==> src/rtl/cbus_rr_arbiter_pkg.sv <==
// Shared CBus types used by the cache layer and the round-robin arbiter.
//   cbus_req_t  : valid, is_write, size, addr, strobe, data, len
//   cbus_resp_t : ready, last, data
// Burst length is encoded as (beats - 1), so LEN4 == 3.
package cbus_rr_arbiter_pkg;

  typedef enum logic [2:0] {
    SIZE1 = 3'd0,
    SIZE2 = 3'd1,
    SIZE4 = 3'd2,
    SIZE8 = 3'd3
  } cbus_size_t;

  typedef enum logic [3:0] {
    LEN1  = 4'd0,
    LEN2  = 4'd1,
    LEN4  = 4'd3,
    LEN8  = 4'd7,
    LEN16 = 4'd15
  } cbus_len_t;

  typedef struct packed {
    logic        valid;
    logic        is_write;
    cbus_size_t  size;
    logic [31:0] addr;
    logic [7:0]  strobe;
    logic [63:0] data;
    cbus_len_t   len;
  } cbus_req_t;

  typedef struct packed {
    logic        ready;
    logic        last;
    logic [63:0] data;
  } cbus_resp_t;

  // One bit wider than the largest len so an overrun past LEN16 is still visible.
  localparam int CNT_W = 5;

endpackage

==> src/rtl/cbus_rr_arbiter_picker.sv <==
// Round-robin priority picker (purely combinational).
//   req_i   : request vector, one bit per requester
//   ptr_i   : index of the most recently served requester (lowest priority)
//   found_o : at least one request is pending
//   idx_o   : first requesting index scanning ptr_i+1, ptr_i+2, ... mod NUM_INPUTS
module rr_priority_picker #(
  parameter int NUM_INPUTS = 4,
  parameter int IDX_W      = (NUM_INPUTS > 1) ? $clog2(NUM_INPUTS) : 1
) (
  input  logic [NUM_INPUTS-1:0] req_i,
  input  logic [IDX_W-1:0]      ptr_i,
  output logic                  found_o,
  output logic [IDX_W-1:0]      idx_o
);

  always_comb begin
    int               cand;
    logic [IDX_W-1:0] cidx;
    found_o = 1'b0;
    idx_o   = '0;
    cand    = 0;
    cidx    = '0;
    for (int k = 1; k <= NUM_INPUTS; k++) begin
      // ptr_i <= NUM_INPUTS-1 and k <= NUM_INPUTS, so one subtraction wraps
      // correctly even when NUM_INPUTS is not a power of two.
      cand = int'(ptr_i) + k;
      if (cand >= NUM_INPUTS) cand = cand - NUM_INPUTS;
      cidx = IDX_W'(cand);
      if (!found_o && req_i[cidx]) begin
        found_o = 1'b1;
        idx_o   = cidx;
      end
    end
  end

endmodule

==> src/rtl/cbus_rr_arbiter.sv <==
// Round-robin arbiter sharing one CBus port between NUM_INPUTS requesters.
// A grant is held for the whole burst; priority rotates after each completed
// transaction, and one IDLE bubble separates back-to-back transactions.
//   clk, reset : clock, synchronous active-high reset
//   ireqs      : per-requester requests
//   iresps     : per-requester responses (only the granted one is non-zero)
//   oreq       : request forwarded to memory (combinational pass-through)
//   oresp      : response from memory
//   busy       : a transaction is granted and in flight
//   grant_idx  : current or most recent grantee
import cbus_rr_arbiter_pkg::*;

module cbus_rr_arbiter #(
  parameter int NUM_INPUTS = 4,
  parameter int IDX_W      = (NUM_INPUTS > 1) ? $clog2(NUM_INPUTS) : 1
) (
  input  logic                         clk,
  input  logic                         reset,
  input  cbus_req_t  [NUM_INPUTS-1:0]  ireqs,
  output cbus_resp_t [NUM_INPUTS-1:0]  iresps,
  output cbus_req_t                    oreq,
  input  cbus_resp_t                   oresp,
  output logic                         busy,
  output logic [IDX_W-1:0]             grant_idx
);

  typedef enum logic {IDLE, BUSY} state_t;

  state_t           state_q, state_d;
  logic [IDX_W-1:0] sel_q, sel_d;
  logic [IDX_W-1:0] ptr_q, ptr_d;
  logic [CNT_W-1:0] cnt_q, cnt_d;
  logic             beat_err_q, beat_err_d;

  logic [NUM_INPUTS-1:0] req_vld;
  logic                  pick_found;
  logic [IDX_W-1:0]      pick_idx;
  logic [CNT_W-1:0]      len_last;

  always_comb begin
    req_vld = '0;
    for (int i = 0; i < NUM_INPUTS; i++) req_vld[i] = ireqs[i].valid;
  end

  rr_priority_picker #(
    .NUM_INPUTS (NUM_INPUTS),
    .IDX_W      (IDX_W)
  ) u_picker (
    .req_i   (req_vld),
    .ptr_i   (ptr_q),
    .found_o (pick_found),
    .idx_o   (pick_idx)
  );

  // Index of the final beat for the granted burst (len is beats-1).
  assign len_last = CNT_W'(ireqs[sel_q].len);

  always_comb begin
    state_d    = state_q;
    sel_d      = sel_q;
    ptr_d      = ptr_q;
    cnt_d      = cnt_q;
    beat_err_d = beat_err_q;
    case (state_q)
      IDLE: begin
        if (pick_found) begin
          sel_d   = pick_idx;
          cnt_d   = '0;
          state_d = BUSY;
        end
      end
      BUSY: begin
        if (oresp.ready) begin
          if (oresp.last) begin
            if (cnt_q != len_last) beat_err_d = 1'b1;
            state_d = IDLE;
            ptr_d   = sel_q;
          end else begin
            // A non-final beat at or beyond the last index is an overrun.
            if (cnt_q >= len_last) beat_err_d = 1'b1;
            if (cnt_q != '1) cnt_d = cnt_q + CNT_W'(1);
          end
        end
      end
      default: state_d = IDLE;
    endcase
  end

  always_comb begin
    oreq   = '0;
    iresps = '0;
    busy   = 1'b0;
    if (state_q == BUSY) begin
      busy          = 1'b1;
      oreq          = ireqs[sel_q];
      iresps[sel_q] = oresp;
    end
  end

  assign grant_idx = sel_q;

  always_ff @(posedge clk) begin
    if (reset) begin
      state_q    <= IDLE;
      sel_q      <= '0;
      // Last-served pointer parked at the top so index 0 is scanned first.
      ptr_q      <= IDX_W'(NUM_INPUTS - 1);
      cnt_q      <= '0;
      beat_err_q <= 1'b0;
    end else begin
      state_q    <= state_d;
      sel_q      <= sel_d;
      ptr_q      <= ptr_d;
      cnt_q      <= cnt_d;
      beat_err_q <= beat_err_d;
    end
  end

  // Protocol-violation flag is observation-only; it never gates the handshake.
  cover property (@(posedge clk) beat_err_q);

endmodule

==> config.mk <==
export PLATFORM = sky130hd
export DESIGN_NAME = cbus_rr_arbiter
export DESIGN_NICKNAME = d
export VERILOG_FILES = /design/src/rtl/cbus_rr_arbiter_pkg.sv /design/src/rtl/cbus_rr_arbiter_picker.sv /design/src/rtl/cbus_rr_arbiter.sv
export SDC_FILE = /design/constraint.sdc
export NUM_CORES = 1
export LEC_CHECK = 0
export CAP_MARGIN = 20
export CORE_AREA = 2 2 354 356
export DETAILED_ROUTE_END_ITERATION = 7
export DIE_AREA = 0 0 356 358
export PLACE_DENSITY_LB_ADDON = 0.15
export SLEW_MARGIN = 10
export SYNTH_ARGS = -nofsm -noshare
export SYNTH_HDL_FRONTEND = slang
export SYNTH_SLANG_ARGS = --single-unit
export TNS_END_PERCENT = 100
==> constraint.sdc <==
create_clock -name clk -period 4.2 [get_ports clk]
set_clock_uncertainty 0.05 [all_clocks]
set_input_delay 1.26 -clock clk [delete_from_list [all_inputs] [get_ports clk]]
set_output_delay 1.26 -clock clk [all_outputs]
set_load 0.01 [all_outputs]
Yosys cells after proc, flatten, opt, wreduce, memory -nomap -nowiden
Cells that the tools add are included.
Operators by class
  bitwise operators: 2
  add/sub/neg operators: 8
  multiplexer cells: 31
  magnitude comparators: 10
  reductions and logical operators: 9
Operator list (number)
  $and A264 B264 Y264: 1
  $mux W264: 1
  $bmux W113 S2: 1
  $mux W113: 2
  $demux W66 S2: 1
  $mux W66: 1
  $mux W2: 8
  $lt A2 B3 Y1 const B: 5
  $mux W1: 12
  $ge A3 B3 Y1 const B: 3
  $bmux W1 S2: 4
  $sub A2 B1 Y2 const B: 4
  $add A2 B2 Y3 const B: 2
  $add A2 B3 Y4 const B: 1
  $ge A4 B3 Y1 const B: 1
  $logic_and A1 B1 Y1: 4
  $add A2 B1 Y3 const B: 1
  $logic_not A1 Y1: 3
  $reduce_and A3 Y1: 1
  $ge A2 B1 Y1 const B: 1
  $pmux W1 S2: 1
  $reduce_and A2 Y1: 1
  $not A1 Y1: 1
Storage, ports and cells
  output and inout bits: 380
  bits of input ports: 520
  register bits after elaboration: 5

Depth between registers and ports, before layout
  depth in word-level cells: 17
  gate-level depth with buffers: 6

Hierarchy
From an unflattened synthesis, not the netlist that was laid out.
Unflattened totals
  cell total of the unflattened synthesis: 796
  area total of the unflattened synthesis: 5510.3 um^2
By module, submodules not included
  cbus_rr_arbiter: area each 5418.9 um^2, instances 1, cells an instance 782
  rr_priority_picker: area each 91.3 um^2, instances 1, cells an instance 14

Worst setup path after synthesis
Ideal clock, no wire load.
  path type: input to output
  start: input ireqs[339] (netlist bit)
  end: output oreq[0] (netlist bit)
  buffers on the path: 0
  stages on the path: 2
  path slack: 1.007 ns
  arrival time: 1.883 ns
  required time: 2.890 ns
  cells stage by stage: mux4_2 > and2_1
RTL lines
  start, declared: line cbus_rr_arbiter.sv:19  | input cbus_req_t [NUM_INPUTS-1:0] ireqs,
  end, declared: line cbus_rr_arbiter.sv:21  | output cbus_req_t oreq,

==> reports/results.ini <==
[timing]
final-setup-viol-count=0
timing.fmax_mhz=239
fin_crit_ps=4180
hold_viol=0
worst_pin_slew_ps=601
slew_headroom=0.599
drv_slew=0
rsz0062_at_grt=no
tns_ps=0
period_share=0.994

[worst_setup_path]
timing.rr.start=state_q
cp_cell_sequence=clkdlybuf4s50_1 -> mux4_2 -> and2_1 -> clkdlybuf4s50_1
critPathTopFamily=buffers and inverters
cp.arrival_ps=2870
critPathMaxStageDelay_ps=510
critPathBufInv=2
crit_required_ps=2890
r2r_slack_ps=2500
crit_path_start_kind=primary input
path_common_cell=clkdlybuf4s50_1
worst_path_max_delay_cell=clkdlybuf4s50_1
path_max_fanout=1
reg2reg_depth=4
crit_type=in2out
reg2reg_to=ptr_q[1]
cp-end-kind=output port

[logic_synthesis]
ys_types=21
syn-num-nets=1192
synthFlopType=dfxtp_1
async_flop_share=0
synth_seq_cells=5
synth_enable_flop_cells=0
synth_area_um2=5320
syn_inst=672
syn_area_per_cell_um2=7.91
yosys_warnings=0
seq_area_frac_synth=0.0188

[floorplan]
std_cell_rows=129
start_util=0.0431
dieWidth_um=356
die_area_um2=127000
die_h_um=358
pin_count=900
core_area_um2=123000

[route]
dr.pass1.iters=5
first_iter_violations=419
vias=9186
drt-total-wl_mm=77.9
drc=0
viasPerCell=2.87
drtAntennaViolNets=0
wl_per_cell_um=24.4

[placement]
gp_congestion=0.843
placed_cell_area_um2=16400
io_buffers=899
hpwl_mm=69.5

[final_layout]
filler_cell_count=14200
drive_gt1_frac=0.139
nets=2077
area_growth_pct=210
stdcell_area_um2=16500

[status]
status=finished clean

[hold_path]
hp-class=reg2reg
hold_path_depth=2
min_to=ptr_q[0]
holdCritStartpoint=ptr_q[0]

[clock_tree]
path_clk_slew_ps=30
insertion_delay_ps=230
clockBufferDepth=2
cts_buffers=3
post-cts-setup-buffers=0
cts_tree=yes
htreeDepth=1
clockRootBuffer=clkbuf_16
clock-sinks=5

[power_and_ir_drop]
irDropWorstVdd_uv=84.8
p_leak_nw=5.57
p_per_area_nw_per_um2=140
p_total_mw=2.31

[global_route]
grt_antenna_before_repair=30
grt_pass1_wl_mm=98.4
grtUsageTotal=0.114
grt.overflow.total=0
grt_max_degree=56
grt_pass1_vias=10200

[flow_run]
cap_viol_max_count=0

-- cells in the mapped netlist (2+ instances only) --
library cell / count / area (um^2)
dfxtp_1: 5 / 100
mux4_2: 113 / 2540
and2_1: 113 / 707
buf_6: 8 / 90.1
clkbuf_1: 27 / 101
nand2b_1: 7 / 43.8
mux2i_1: 2 / 20.0
nor2_1: 271 / 1020
a211oi_1: 3 / 22.5
buf_2: 28 / 140
a21oi_1: 6 / 30.0
buf_12: 9 / 180
nand2_1: 72 / 270
-- how the worst max path moves through the flow --
stage                          start   endpoint  slack, ps  depth (start not counted)
after floorplan           ireqs[339]    oreq[0]       1010                          2
after global placement    ireqs[447]  oreq[108]       -190                          4
after detailed placement  ireqs[249]   oreq[23]       -190                          4
after CTS                 ireqs[355]   oreq[16]          4                          4
after global routing      ireqs[404]   oreq[65]          4                          4
final                     ireqs[404]   oreq[65]         20                          4
-- metrics by stage --
| stage | cells | utilization | setup slack [ps] | hold WS (ps) |
|---|---|---|---|---|
| after global placement | 3189 | 0.133 | -195 | 560 |
| after global routing | 3194 | 0.133 | 3.54 | 611 |
| after CTS | 3193 | 0.133 | 4.40 | 583 |
| final | 3199 | 0.134 | 23.8 | 581 |
| after detailed placement | 3189 | 0.133 | -185 | 578 |
| after floorplan | 672 | - | 1010 | 510 |
-- state kept, by name, summed over array words and instances, names as in the netlist --
| register | cells |
|---|---|
| grant_idx | 2 |
| ptr_q | 2 |
| state_q | 1 |
-- routing by layer --
| metal | track usage | vias to the layer above | routed length (um) |
|---|---|---|---|
| li1 | - | 4093 | - |
| met1 | 0.138 | 4497 | 31800 |
| met2 | 0.209 | 530 | 39800 |
| met3 | 0.0281 | 56 | 5350 |
| met4 | 0.0116 | 10 | 959 |
| met5 | 0 | - | 67 |
-- power breakdown --
part / internal, mW / total [mW] / switching, mW
logic: 1.14 / 2.07 / 0.927
clock network: 0.126 / 0.156 / 0.0304
registers: 0.0523 / 0.0847 / 0.0325
-- layout make-up --
cell class	instances	area (um^2)	share of cell area
repair buffers	954	9490	0.576
well taps	1637	2050	0.124
diodes	6	15.0	0.000912
flip-flops and latches	5	111	0.00676
clock buffers	4	78.8	0.00479
multi-input cells	592	4720	0.287
inverters	1	3.75	0.000228
-- worst reg2reg max path, stage by stage (launching register included) --
cell	delay, ps
dfxtp_4	670
buf_12	360
nand3_1	240
mux2i_1	200
nand2b_1	70
-- logic make-up after synthesis --
kind of cell / Yosys count / synth area share
buf+inv: 75 / 0.0991
compound gates: 11 / 0.0132
simple gates: 466 / 0.387
flops: 5 / 0.0188
mux: 115 / 0.482
-- what timing repair did --
action	in CTS	in global routing
hold buffers	0	0
pin swaps	0	0
endpoints found under the setup margin	39	9
gates resized for setup	41	7
-- cells in the final DEF, fill, tap and decap left out, types with 2 or more instances in the layout --
master,synthesis,layout
nand2b_1,7,5
nand2b_4,0,2
dfxtp_1,5,2
mux2i_1,2,2
mux4_2,113,113
a211oi_1,3,3
and2_1,113,113
buf_12,9,17
clkdlybuf4s50_1,0,814
nand2_1,72,70
clkbuf_16,0,3
nor2_1,271,271
dfxtp_4,0,3
dlymetal6s2s_1,0,6
dlygate4sd2_1,0,41
a21oi_1,6,6
buf_4,1,76
diode_2,0,6
Note: power is estimated with default switching activity, not from simulation.
